File: src/rtl/mem_port_arbiter_if.sv
// Memory port arbiter bus bundle.
// Groups the IF, MEM-stage, RAM and stall signals of the arbiter.
interface mem_port_arbiter_if #(
    parameter int ADDR_W = 32,
    parameter int DATA_W = 32
);
    logic              ifReq;
    logic [ADDR_W-1:0] ifAddr;
    logic              ifAck;
    logic [DATA_W-1:0] ifRdata;

    logic              dReq;
    logic              dWe;
    logic [ADDR_W-1:0] dAddr;
    logic [DATA_W-1:0] dWdata;
    logic              dAck;
    logic [DATA_W-1:0] dRdata;

    logic              ramEn;
    logic              ramWe;
    logic [ADDR_W-1:0] ramAddr;
    logic [DATA_W-1:0] ramWdata;
    logic              ramReady;
    logic [DATA_W-1:0] ramRdata;

    logic              stallIF;
    logic              stallMEM;

    modport slave (
        input  ifReq, ifAddr,
        input  dReq, dWe, dAddr, dWdata,
        input  ramReady, ramRdata,
        output ifAck, ifRdata,
        output dAck, dRdata,
        output ramEn, ramWe, ramAddr, ramWdata,
        output stallIF, stallMEM
    );

    modport master (
        output ifReq, ifAddr,
        output dReq, dWe, dAddr, dWdata,
        output ramReady, ramRdata,
        input  ifAck, ifRdata,
        input  dAck, dRdata,
        input  ramEn, ramWe, ramAddr, ramWdata,
        input  stallIF, stallMEM
    );
endinterface

File: src/rtl/mem_port_arbiter.sv
// Single-port memory arbiter between instruction fetch and MEM stage.
// Data wins ties; a streak counter bounds how long fetch can starve.
module mem_port_arbiter #(
    parameter int ADDR_W     = 32,
    parameter int DATA_W     = 32,
    parameter int MAX_STREAK = 4
) (
    input logic clk,
    input logic rst_n,
    mem_port_arbiter_if.slave bus
);
    typedef enum logic [1:0] {
        IDLE,
        ISSUE,
        WAIT,
        DONE
    } state_t;

    typedef enum logic [1:0] {
        OWN_NONE,
        OWN_IF,
        OWN_D
    } owner_t;

    localparam logic [3:0] STREAK_MAX = 4'(MAX_STREAK);

    state_t            state;
    state_t            state_nxt;
    owner_t            owner;
    owner_t            owner_nxt;
    logic [3:0]        streak;
    logic [3:0]        streak_nxt;
    logic              grant;

    logic              lat_we;
    logic [ADDR_W-1:0] lat_addr;
    logic [DATA_W-1:0] lat_wdata;
    logic [DATA_W-1:0] if_rdata;
    logic [DATA_W-1:0] d_rdata;

    // State, owner and starvation counter registers
    always_ff @(posedge clk or negedge rst_n) begin
        if (!rst_n) begin
            state  <= IDLE;
            owner  <= OWN_NONE;
            streak <= 4'd0;
        end else begin
            state  <= state_nxt;
            owner  <= owner_nxt;
            streak <= streak_nxt;
        end
    end

    // Next state, arbitration and streak update; requests only matter in IDLE
    always_comb begin
        state_nxt  = state;
        owner_nxt  = owner;
        streak_nxt = streak;
        grant      = 1'b0;
        unique case (state)
            IDLE: begin
                if (bus.dReq && (!bus.ifReq || streak < STREAK_MAX)) begin
                    grant      = 1'b1;
                    owner_nxt  = OWN_D;
                    streak_nxt = bus.ifReq ? streak + 4'd1 : 4'd0;
                    state_nxt  = ISSUE;
                end else if (bus.ifReq) begin
                    grant      = 1'b1;
                    owner_nxt  = OWN_IF;
                    streak_nxt = 4'd0;
                    state_nxt  = ISSUE;
                end
            end
            ISSUE: begin
                state_nxt = WAIT;
            end
            WAIT: begin
                if (bus.ramReady) begin
                    state_nxt = DONE;
                end
            end
            DONE: begin
                owner_nxt = OWN_NONE;
                state_nxt = IDLE;
            end
        endcase
    end

    // Capture the winning request so the RAM sees stable fields
    always_ff @(posedge clk or negedge rst_n) begin
        if (!rst_n) begin
            lat_we    <= 1'b0;
            lat_addr  <= '0;
            lat_wdata <= '0;
        end else if (state == IDLE && grant) begin
            if (owner_nxt == OWN_D) begin
                lat_we    <= bus.dWe;
                lat_addr  <= bus.dAddr;
                lat_wdata <= bus.dWdata;
            end else begin
                lat_we    <= 1'b0;
                lat_addr  <= bus.ifAddr;
                lat_wdata <= '0;
            end
        end
    end

    // Return read data to its owner; stores leave dRdata alone
    always_ff @(posedge clk or negedge rst_n) begin
        if (!rst_n) begin
            if_rdata <= '0;
            d_rdata  <= '0;
        end else if (state == WAIT && bus.ramReady) begin
            if (owner == OWN_IF) begin
                if_rdata <= bus.ramRdata;
            end else if (owner == OWN_D && !lat_we) begin
                d_rdata <= bus.ramRdata;
            end
        end
    end

    assign bus.ramEn    = (state == ISSUE);
    assign bus.ramWe    = (state == ISSUE) && lat_we;
    assign bus.ramAddr  = lat_addr;
    assign bus.ramWdata = lat_wdata;

    assign bus.ifAck    = (state == DONE) && (owner == OWN_IF);
    assign bus.dAck     = (state == DONE) && (owner == OWN_D);
    assign bus.ifRdata  = if_rdata;
    assign bus.dRdata   = d_rdata;

    assign bus.stallIF  = bus.ifReq && !bus.ifAck;
    assign bus.stallMEM = bus.dReq && !bus.dAck;
endmodule

File: src/flat_wrapper.sv
// flat-port wrapper written by rule: the top's interface ports become plain ports
module mem_port_arbiter_flat 
#(
    parameter int ADDR_W     = 32,
    parameter int DATA_W     = 32,
    parameter int MAX_STREAK = 4
)
  (clk, rst_n, bus_ifReq, bus_ifAddr, bus_dReq, bus_dWe, bus_dAddr, bus_dWdata, bus_ramReady, bus_ramRdata, bus_ifAck, bus_ifRdata, bus_dAck, bus_dRdata, bus_ramEn, bus_ramWe, bus_ramAddr, bus_ramWdata, bus_stallIF, bus_stallMEM);
  mem_port_arbiter_if #(.ADDR_W(ADDR_W), .DATA_W(DATA_W)) bus_i ();
  input logic clk;
  input logic rst_n;
  input wire logic [$bits(bus_i.ifReq)-1:0] bus_ifReq;
  input wire logic [$bits(bus_i.ifAddr)-1:0] bus_ifAddr;
  input wire logic [$bits(bus_i.dReq)-1:0] bus_dReq;
  input wire logic [$bits(bus_i.dWe)-1:0] bus_dWe;
  input wire logic [$bits(bus_i.dAddr)-1:0] bus_dAddr;
  input wire logic [$bits(bus_i.dWdata)-1:0] bus_dWdata;
  input wire logic [$bits(bus_i.ramReady)-1:0] bus_ramReady;
  input wire logic [$bits(bus_i.ramRdata)-1:0] bus_ramRdata;
  output wire logic [$bits(bus_i.ifAck)-1:0] bus_ifAck;
  output wire logic [$bits(bus_i.ifRdata)-1:0] bus_ifRdata;
  output wire logic [$bits(bus_i.dAck)-1:0] bus_dAck;
  output wire logic [$bits(bus_i.dRdata)-1:0] bus_dRdata;
  output wire logic [$bits(bus_i.ramEn)-1:0] bus_ramEn;
  output wire logic [$bits(bus_i.ramWe)-1:0] bus_ramWe;
  output wire logic [$bits(bus_i.ramAddr)-1:0] bus_ramAddr;
  output wire logic [$bits(bus_i.ramWdata)-1:0] bus_ramWdata;
  output wire logic [$bits(bus_i.stallIF)-1:0] bus_stallIF;
  output wire logic [$bits(bus_i.stallMEM)-1:0] bus_stallMEM;
  assign bus_i.ifReq = bus_ifReq;
  assign bus_i.ifAddr = bus_ifAddr;
  assign bus_i.dReq = bus_dReq;
  assign bus_i.dWe = bus_dWe;
  assign bus_i.dAddr = bus_dAddr;
  assign bus_i.dWdata = bus_dWdata;
  assign bus_i.ramReady = bus_ramReady;
  assign bus_i.ramRdata = bus_ramRdata;
  assign bus_ifAck = bus_i.ifAck;
  assign bus_ifRdata = bus_i.ifRdata;
  assign bus_dAck = bus_i.dAck;
  assign bus_dRdata = bus_i.dRdata;
  assign bus_ramEn = bus_i.ramEn;
  assign bus_ramWe = bus_i.ramWe;
  assign bus_ramAddr = bus_i.ramAddr;
  assign bus_ramWdata = bus_i.ramWdata;
  assign bus_stallIF = bus_i.stallIF;
  assign bus_stallMEM = bus_i.stallMEM;
  mem_port_arbiter #(.ADDR_W(ADDR_W), .DATA_W(DATA_W), .MAX_STREAK(MAX_STREAK)) u_core (.clk(clk), .rst_n(rst_n), .bus(bus_i));
endmodule
File: config.mk
export PLATFORM = sky130hd
export DESIGN_NAME = mem_port_arbiter_flat
export DESIGN_NICKNAME = d
export VERILOG_FILES = /design/src/rtl/mem_port_arbiter_if.sv /design/src/rtl/mem_port_arbiter.sv /design/src/flat_wrapper.sv
export SDC_FILE = /design/constraint.sdc
export NUM_CORES = 1
export LEC_CHECK = 0
export ABC_AREA = 0
export BUFFER_PORTS_ARGS = -buffer_cell sky130_fd_sc_hd__buf_4
export CORE_MARGIN = 2
export CORE_UTILIZATION = 47
export CTS_CLUSTER_SIZE = 24
export DETAILED_ROUTE_END_ITERATION = 10
export PLACE_DENSITY = 0.8
export SYNTH_ARGS = -nofsm -noshare
export SYNTH_HDL_FRONTEND = slang
export SYNTH_SLANG_ARGS = --single-unit
File: constraint.sdc
create_clock -name clk -period 2.6 [get_ports clk]
set_clock_uncertainty 0.05 [all_clocks]
set_input_delay 0.52 -clock clk [delete_from_list [all_inputs] [get_ports clk]]
set_output_delay 0.52 -clock clk [all_outputs]
set_load 0.1 [all_outputs]
### Word level (Yosys, flattened, before mapping)

Index checks and enable logic that the tools add are counted.

| word-level totals | value |
|---|---|
| bits in registers | 137 |
| bits of input ports | 134 |
| output and inout port bits | 134 |

| operators by class | value |
|---|---|
| add/sub/neg operators | 1 |
| order comparisons | 1 |
| eq/ne operators | 8 |
| muxes and demuxes | 16 |
| bitwise logic cells | 1 |
| reduce and logical (&&, ||, !) cells | 20 |

Operators with widths:

| cell | count |
|---|---|
| 32-bit 2-to-1 mux | 2 |
| 4-bit 2-to-1 mux | 3 |
| 2-bit 2-to-1 mux | 5 |
| 1-bit logical AND | 9 |
| 2-bit equality test, second input constant | 4 |
| 2-bit case mux with 4 select lines | 1 |
| 2-bit AND reduction | 3 |
| 4-bit by 1-bit adder with 4-bit output, second input constant | 1 |
| 2-bit by 1-bit equality test with 1-bit output, second input constant | 2 |
| 1-bit logical NOT | 4 |
| 4-bit by 3-bit less-than comparator with 1-bit output, second input constant | 1 |
| 1-bit 2-to-1 mux | 4 |
| 2-bit case mux with 2 select lines | 1 |
| 3-bit by 2-bit inequality test with 1-bit output, second input constant | 1 |
| 3-bit AND reduction | 1 |
| 2-bit logical NOT | 1 |
| 2-bit inequality test, second input constant | 1 |
| 2-bit nonzero test | 1 |
| 1-bit logical OR | 1 |
| 1-bit inverter | 1 |

### Logic depth before layout (Yosys ltp)

Gate-level depths: netlist (run 1).

| depth | value |
|---|---|
| depth after elaboration | 7 |
| mapped depth | 9 |
| gate-level depth less buffers | 6 |

### Worst setup path before layout (run 1)

No wires, ideal clock.

| path | value |
|---|---|
| kind | register to output |
| start point | register u_core.owner[1] |
| end point | output bus_stallMEM |
| arrival | 2.569 ns |
| setup slack | -0.539 ns |
| cell stages (with the launch flop) | 4 |
| buffers on the path | 0 |
| path through | dfrtp_1 -> and2b_1 -> and2_1 -> nor2b_1 |

| on the way | value |
|---|---|
| cells in the longest elaborated chain, start to end | 4 |

Ends and longest elaborated chain:

| what | line | text |
|---|---|---|
| start, declared | mem_port_arbiter.sv:29 | `owner_t owner;` |
| start signal, assigned | mem_port_arbiter.sv:49 | `owner <= owner_nxt;` |
| 2-bit equality test | mem_port_arbiter.sv:128 | `assign bus.dAck = (state == DONE) && (owner == OWN_D);` |
| 1-bit logical AND | mem_port_arbiter.sv:128 |  |
| net bus_dAck | flat_wrapper.sv:22 | `output wire logic [$bits(bus_i.dAck)-1:0] bus_dAck;` |
| 1-bit logical NOT | mem_port_arbiter.sv:133 | `assign bus.stallMEM = bus.dReq && !bus.dAck;` |
| 1-bit logical AND | mem_port_arbiter.sv:133 |  |
| end, declared | flat_wrapper.sv:29 | `output wire logic [$bits(bus_i.stallMEM)-1:0] bus_stallMEM;` |

The timed path passes the listed nets, and every way through them passes these cells.

### Final worst setup path (run 1)

| path | value |
|---|---|
| start point | register u_core.owner[1] |
| end point | output bus_stallMEM |

| on the way | value |
|---|---|
| cells in the longest elaborated chain, start to end | 4 |

Ends and longest elaborated chain:

| what | line |
|---|---|
| 2-bit equality test | mem_port_arbiter.sv:128 |
| 1-bit logical AND | mem_port_arbiter.sv:128 |
| 1-bit logical NOT | mem_port_arbiter.sv:133 |
| 1-bit logical AND | mem_port_arbiter.sv:133 |

Every way passes these cells.

==> flow_summary.json, run 1 <==
{
  "hold_path.class": "primary input to flip-flop",
  "path_class": "flip-flop to output port",
  "fin_setup_tns_ns": 0,
  "hold_viol": 0,
  "fp.dieArea_um2": 13460,
  "final_nets": 914,
  "synth.net_count": 652,
  "met2_usage_pct": 40.66,
  "period_needed_ns": 2.264,
  "grt_use_met3_pct": 6.642,
  "netlist_area_um2": 5898,
  "cts_tree": "built",
  "via_count": 4915,
  "endpoint": "bus_stallMEM",
  "drcViolationCount": 0,
  "drive_gt1_share_pct": 51.27,
  "synth.avg_cell_area_um2": 11.50,
  "antenna_found_initial": 0,
  "routed_wl_mm": 15.80,
  "wl_per_cell_um": 16.52,
  "finalCritPeriodShare_pct": 87.08,
  "io_pins": 268,
  "gr-usage-met1_pct": 28.82,
  "rsz0062_at_grt": "no",
  "track_usage_pct": 23.68,
  "grt_max_degree": 59,
  "status": "complete, no violations",
  "dieWidth_um": 116.0,
  "whs_ns": 0.2917,
  "r2r-end": "u_core.bus.ramWdata[24]",
  "cts.sinks": 137,
  "cts_resized": 0,
  "syn_to_final_growth_pct": 45.44,
  "clock_latency_ns": 0.41,
  "h-tree-depth": 4,
  "worst_slew_pin_slew_ns": 0.5386,
  "cts.clk_slew.worst_paths_ns": 0.06,
  "r2r_cells": 7,
  "rows": 40,
  "cp_max_fo": 4,
  "r2r_start": "u_core.state[0]",
  "yosysWarnings": 0,
  "arrival_ns": 1.69,
  "startpoint_type": "flip-flop",
  "grt_overflow_total": 0,
  "critPathCaptureType": "output port",
  "ys_seq_elements": 137,
  "finalSetupViolCount": 0,
  "drt-pass1-iter-count": 4,
  "synth_seq_area_share_pct": 58.12,
  "cts_root_buf": "clkbuf_16",
  "ys_types": 35,
  "clockBufferDepth": 2,
  "seq_area_um2": 3428,
  "numPortBuffers": 267,
  "cts_buffers": 17,
  "multi_input_area_um2": 2228,
  "drv_cap": 0,
  "drt_iter0_markers": 324,
  "crit_start": "u_core.owner[1]",
  "grt_pass1_wl_mm": 24.60,
  "maxSlewHeadroom_pct": 63.59,
  "antenna_cells": 0,
  "dp_hpwl_mm": 11.65,
  "rrSetupSlack_ns": 0.45,
  "max_freq_mhz": 441.7,
  "initial_utilization_pct": 48.70,
  "crit_required_ns": 2.03,
  "synth_cells": 513,
  "ant_nets": 0,
  "fill_cells": 887,
  "slew_viol_final": 0,
  "coreArea_um2": 12110,
  "gp_congestion": 0.8165,
  "viasPerCell": 5.141,
  "top_usage_layer": "met2",
  "grt_pass1_vias": 4903,
  "dieHeight_um": 116.0
}
[per-stage QoR]
step | instance area (um2) | util (%) | std cells | setup slack (ns)
detailed placement | 8020 | 66.22 | 923 | 0.4939
finish | 8578 | 70.83 | 956 | 0.3359
CTS | 8578 | 70.83 | 956 | 0.3090
global placement | 8020 | 66.22 | 923 | 0.6160
floorplan | 5909 | - | 513 | -0.01659
global route | 8578 | 70.83 | 956 | 0.1968
[layout by cell type (no fill, tap or decap), types with 4 or more instances in the layout]
cell type and count:
clkinvlp_4 5, o21ai_1 12, nand3_1 14, nand3_2 20, dfrtp_1 137, nand2_1 68, inv_1 4, mux2_2 61
buf_4 278, a31oi_1 32, o21ai_0 54, ha_1 5, mux2_1 4, nor2_1 34, clkbuf_16 17
[flip-flops by register name, summed over array words and instances, names as in the netlist]
register / flops
u_core.lat_we: 1
u_core.streak: 4
u_core.owner: 2
u_core.bus.ramWdata: 32
u_core.bus.ramAddr: 32
u_core.state: 2
u_core.bus.ifRdata: 32
u_core.bus.dRdata: 32
[cells by family (layout without fill, tap and decap cells)]
group           count (synthesis)  in the layout  share of synthesized area [%]
compound gates                110            110                          10.63
fa+ha+maj                       5              5                          1.061
simple gates                  153            153                          13.24
buf+inv                        43            318                          4.540
flops                         137            137                          58.12
mux                            65             65                          12.41
[Yosys cell counts]
| cell | instances | area share (%) |
|---|---|---|
| a21oi_1 | 3 | 0.25 |
| a22o_1 | 3 | 0.45 |
| a31oi_1 | 32 | 3.4 |
| and2_1 | 4 | 0.42 |
| and2b_1 | 1 | 0.13 |
| buf_12 | 2 | 0.68 |
| buf_2 | 11 | 0.93 |
| buf_4 | 7 | 0.89 |
| buf_6 | 2 | 0.38 |
| buf_8 | 1 | 0.25 |
| clkbuf_1 | 10 | 0.64 |
| clkbuf_2 | 6 | 0.51 |
| dfrtp_1 | 137 | 58 |
| ha_1 | 5 | 1.1 |
| inv_1 | 4 | 0.25 |
| mux2_1 | 4 | 0.76 |
| mux2_2 | 61 | 12 |
| nand2_1 | 68 | 4.3 |
| nand2b_1 | 1 | 0.11 |
| nand3_1 | 14 | 1.2 |
| nand3_2 | 20 | 3.4 |
| nor2_1 | 34 | 2.2 |
| nor2_2 | 2 | 0.21 |
| nor2b_1 | 5 | 0.53 |
| nor2b_4 | 1 | 0.23 |
| nor3_4 | 1 | 0.28 |
| nor4b_1 | 1 | 0.15 |
| o21a_1 | 1 | 0.13 |
| o21a_4 | 1 | 0.25 |
| o21ai_0 | 54 | 4.6 |
| o21ai_1 | 12 | 1.0 |
| o21ai_2 | 2 | 0.30 |
| o22a_1 | 1 | 0.15 |
| o22ai_1 | 1 | 0.11 |
| or3_1 | 1 | 0.11 |
[layer usage]
metal	part of all wire [%]	vias up
li1	-	2299
met1	40	2351
met2	50	245
met3	8.0	20
met4	1.8	0
met5	0	-
[worst max-delay path, cell delays in order (launching register included)]
cell	delay, ns
dfrtp_1	0.41
and2b_1	0.24
and2_1	0.22
nor2b_2	0.12
buf_4	0.30
[layout make-up]
class	count	share of cell area, %
clock buffer	20	5.324
tap	168	2.450
sequential	137	39.97
multi-input combinational	333	25.98
timing repair buffer	282	25.04
inverter	4	0.1750
clock inverter	12	1.065
[worst min path at each step]
stage	depth (start not counted)	end	slack, ns	start
floorplan	0	u_core.bus.dRdata[0]	0.17	rst_n
global placement	2	u_core.bus.ramWdata[0]	0.41	u_core.bus.ramWdata[0]
detailed placement	2	u_core.bus.ramWdata[0]	0.42	u_core.bus.ramWdata[0]
CTS	2	u_core.bus.dRdata[25]	0.28	bus_ramRdata[25]
global route	2	u_core.bus.dRdata[10]	0.28	bus_ramRdata[10]
finish	2	u_core.bus.dRdata[25]	0.29	bus_ramRdata[25]
[what timing repair did]
item                      4_1_cts  5_1_grt
hold buffers                    1        0
buffers inserted                0        0
hold endpoints to repair        5        0
Power of run 1 is left out: the tool's default activity adds up to more than one toggle a clock period on the data nets, which glitch-free logic cannot reach.
==> run 2, diff against run 1 <==
CORE_UTILIZATION = 30   (was 47)
PLACE_DENSITY = unset   (was 0.8)
==> run 2 against run 1 <==
  * First-iteration DRC count fell by 60%
  * Global-route usage fell by 8.1 points
  * Non-clock buffer count rose by 1
  * Via count fell by 2.3%
  * Cell count rose by 10%
  * Die area rose by 54%
  * Hold slack got worse by 0.27 ns
  * Worst setup slack improved by 0.0023 ns
  * Final area rose by 3.0%
  * Critical path depth did not move
  * Wire length rose by 4.1%
  * Critical path type unchanged
  * Largest cell class unchanged
  * Highest routed layer unchanged
==> flow_summary.json, run 2 (synthesis results as in run 1) <==
{
  "syn_to_final_growth_pct": 49.77,
  "worstPathBufferInverterCount": 1,
  "grt_pass1_vias": 4689,
  "coreArea_um2": 19400,
  "ant_nets": 0,
  "cts.sinks": 137,
  "via_count": 4803,
  "rsz0062_at_grt": "no",
  "wl_per_cell_um": 15.60,
  "arrival_ns": 1.69,
  "cts.clk_slew.worst_paths_ns": 0.06,
  "rrSetupSlack_ns": 0.55,
  "postCtsSetupRepairBufs": 0,
  "antenna_found_initial": 0,
  "drv_cap": 0,
  "gp_congestion": 0.7302,
  "finalCritPeriodShare_pct": 86.99,
  "grt_max_degree": 98,
  "cpPeakStageDelay_ns": 0.40,
  "clockBufferDepth": 2,
  "worst_slew_pin_slew_ns": 0.5699,
  "path_class": "flip-flop to output port",
  "final_cell_mix": "buf_4, dfrtp_1, nand2_1, mux2_2, o21ai_0",
  "cp_max_fo": 4,
  "cts_resized": 0,
  "drcViolationCount": 0,
  "drt_iter0_markers": 131,
  "cp_cell_sequence": "and2b_1 > and2_1 > nor2b_2 > buf_4",
  "critPathCaptureType": "output port",
  "viasPerCell": 4.557,
  "dieWidth_um": 144.2,
  "fp.dieArea_um2": 20800,
  "drt-pass1-iter-count": 4,
  "initial_utilization_pct": 30.41,
  "startpoint_type": "flip-flop",
  "rows": 51,
  "hold_path.class": "primary input to async pin",
  "grt_pass1_wl_mm": 25.09,
  "finalSetupViolCount": 0,
  "cts_root_buf": "clkbuf_16",
  "r2r_cells": 7,
  "dp_hpwl_mm": 11.69,
  "status": "complete, no violations",
  "fin_setup_tns_ns": 0,
  "hold_viol": 0,
  "grt_overflow_total": 0,
  "max_freq_mhz": 442.1,
  "cts_tree": "built",
  "final_common_cell": "buf_4",
  "drive_gt1_share_pct": 51.46,
  "crit_slowest_cell": "dfrtp_1",
  "crit_required_ns": 2.03,
  "r2r_start": "u_core.state[1]",
  "critPathTopFamily": "simple AND/OR/NAND/NOR gates",
  "h-tree-depth": 4,
  "maxSlewHeadroom_pct": 62.00,
  "routed_wl_mm": 16.45,
  "clock_latency_ns": 0.40,
  "slew_viol_final": 0,
  "io_pins": 268,
  "dieHeight_um": 144.2,
  "period_needed_ns": 2.262,
  "cts_buffers": 17,
  "track_usage_pct": 15.58,
  "antenna_cells": 0,
  "numPortBuffers": 267,
  "cts_hold_buf": 0,
  "final_nets": 915,
  "r2r-end": "u_core.bus.ramAddr[2]"
}
[run 2: area by class of cell]
cell class,instances,area (um2)
Fill cell,1894,10570
Tap cell,265,331.6
Clock inverter,13,216.5
Timing Repair Buffer,283,2166
Inverter,4,15.01
Clock buffer,19,442.9
Multi-Input combinational cell,333,2233
Sequential cell,137,3428
[run 2: through the flow]
step | worst slack, ns | instances | hold slack (ns) | instance area (um2) | util (%)
detailed placement | 0.5373 | 1022 | 0.4212 | 8174 | 42.14
global route | 0.2719 | 1054 | 0.03101 | 8833 | 45.54
global placement | 0.5717 | 1022 | 0.4138 | 8174 | 42.14
finish | 0.3381 | 1054 | 0.02359 | 8833 | 45.54
CTS | 0.3064 | 1054 | 0.02236 | 8833 | 45.54
floorplan | -0.01659 | 513 | 0.1744 | 5909 | -
[run 2: layer usage]
layer  wire [um]  track usage [%]  vias up
met4         189            4.394        0
met2        7710            25.14      199
li1            -                -     2311
met1        7084            19.74     2278
met3        1461            5.695       15
met5           0                0        -
[run 2: worst max-delay path by stage]
stage | from | end | slack [ns] | cells past startpoint
2_1_floorplan | u_core.owner[1] | bus_stallMEM | -0.02 | 3
3_3_place_gp | u_core.state[0] | u_core.bus.ramAddr[0] | 0.57 | 6
3_5_place_dp | u_core.state[0] | u_core.bus.ramAddr[25] | 0.54 | 6
4_1_cts | u_core.owner[1] | bus_stallMEM | 0.31 | 4
5_1_grt | u_core.owner[1] | bus_stallMEM | 0.27 | 4
6_report | u_core.owner[1] | bus_stallMEM | 0.34 | 4
[run 2: worst register-to-register path, cell delays in order (launching register included)]
cell and delay [ns]:
dfrtp_1 0.40, inv_1 0.10, ha_1 0.33, nand2_1 0.17, or3_1 0.32, buf_4 0.28, nand3_1 0.17, a31oi_1 0.08
Power of run 2 is left out for the same reason.
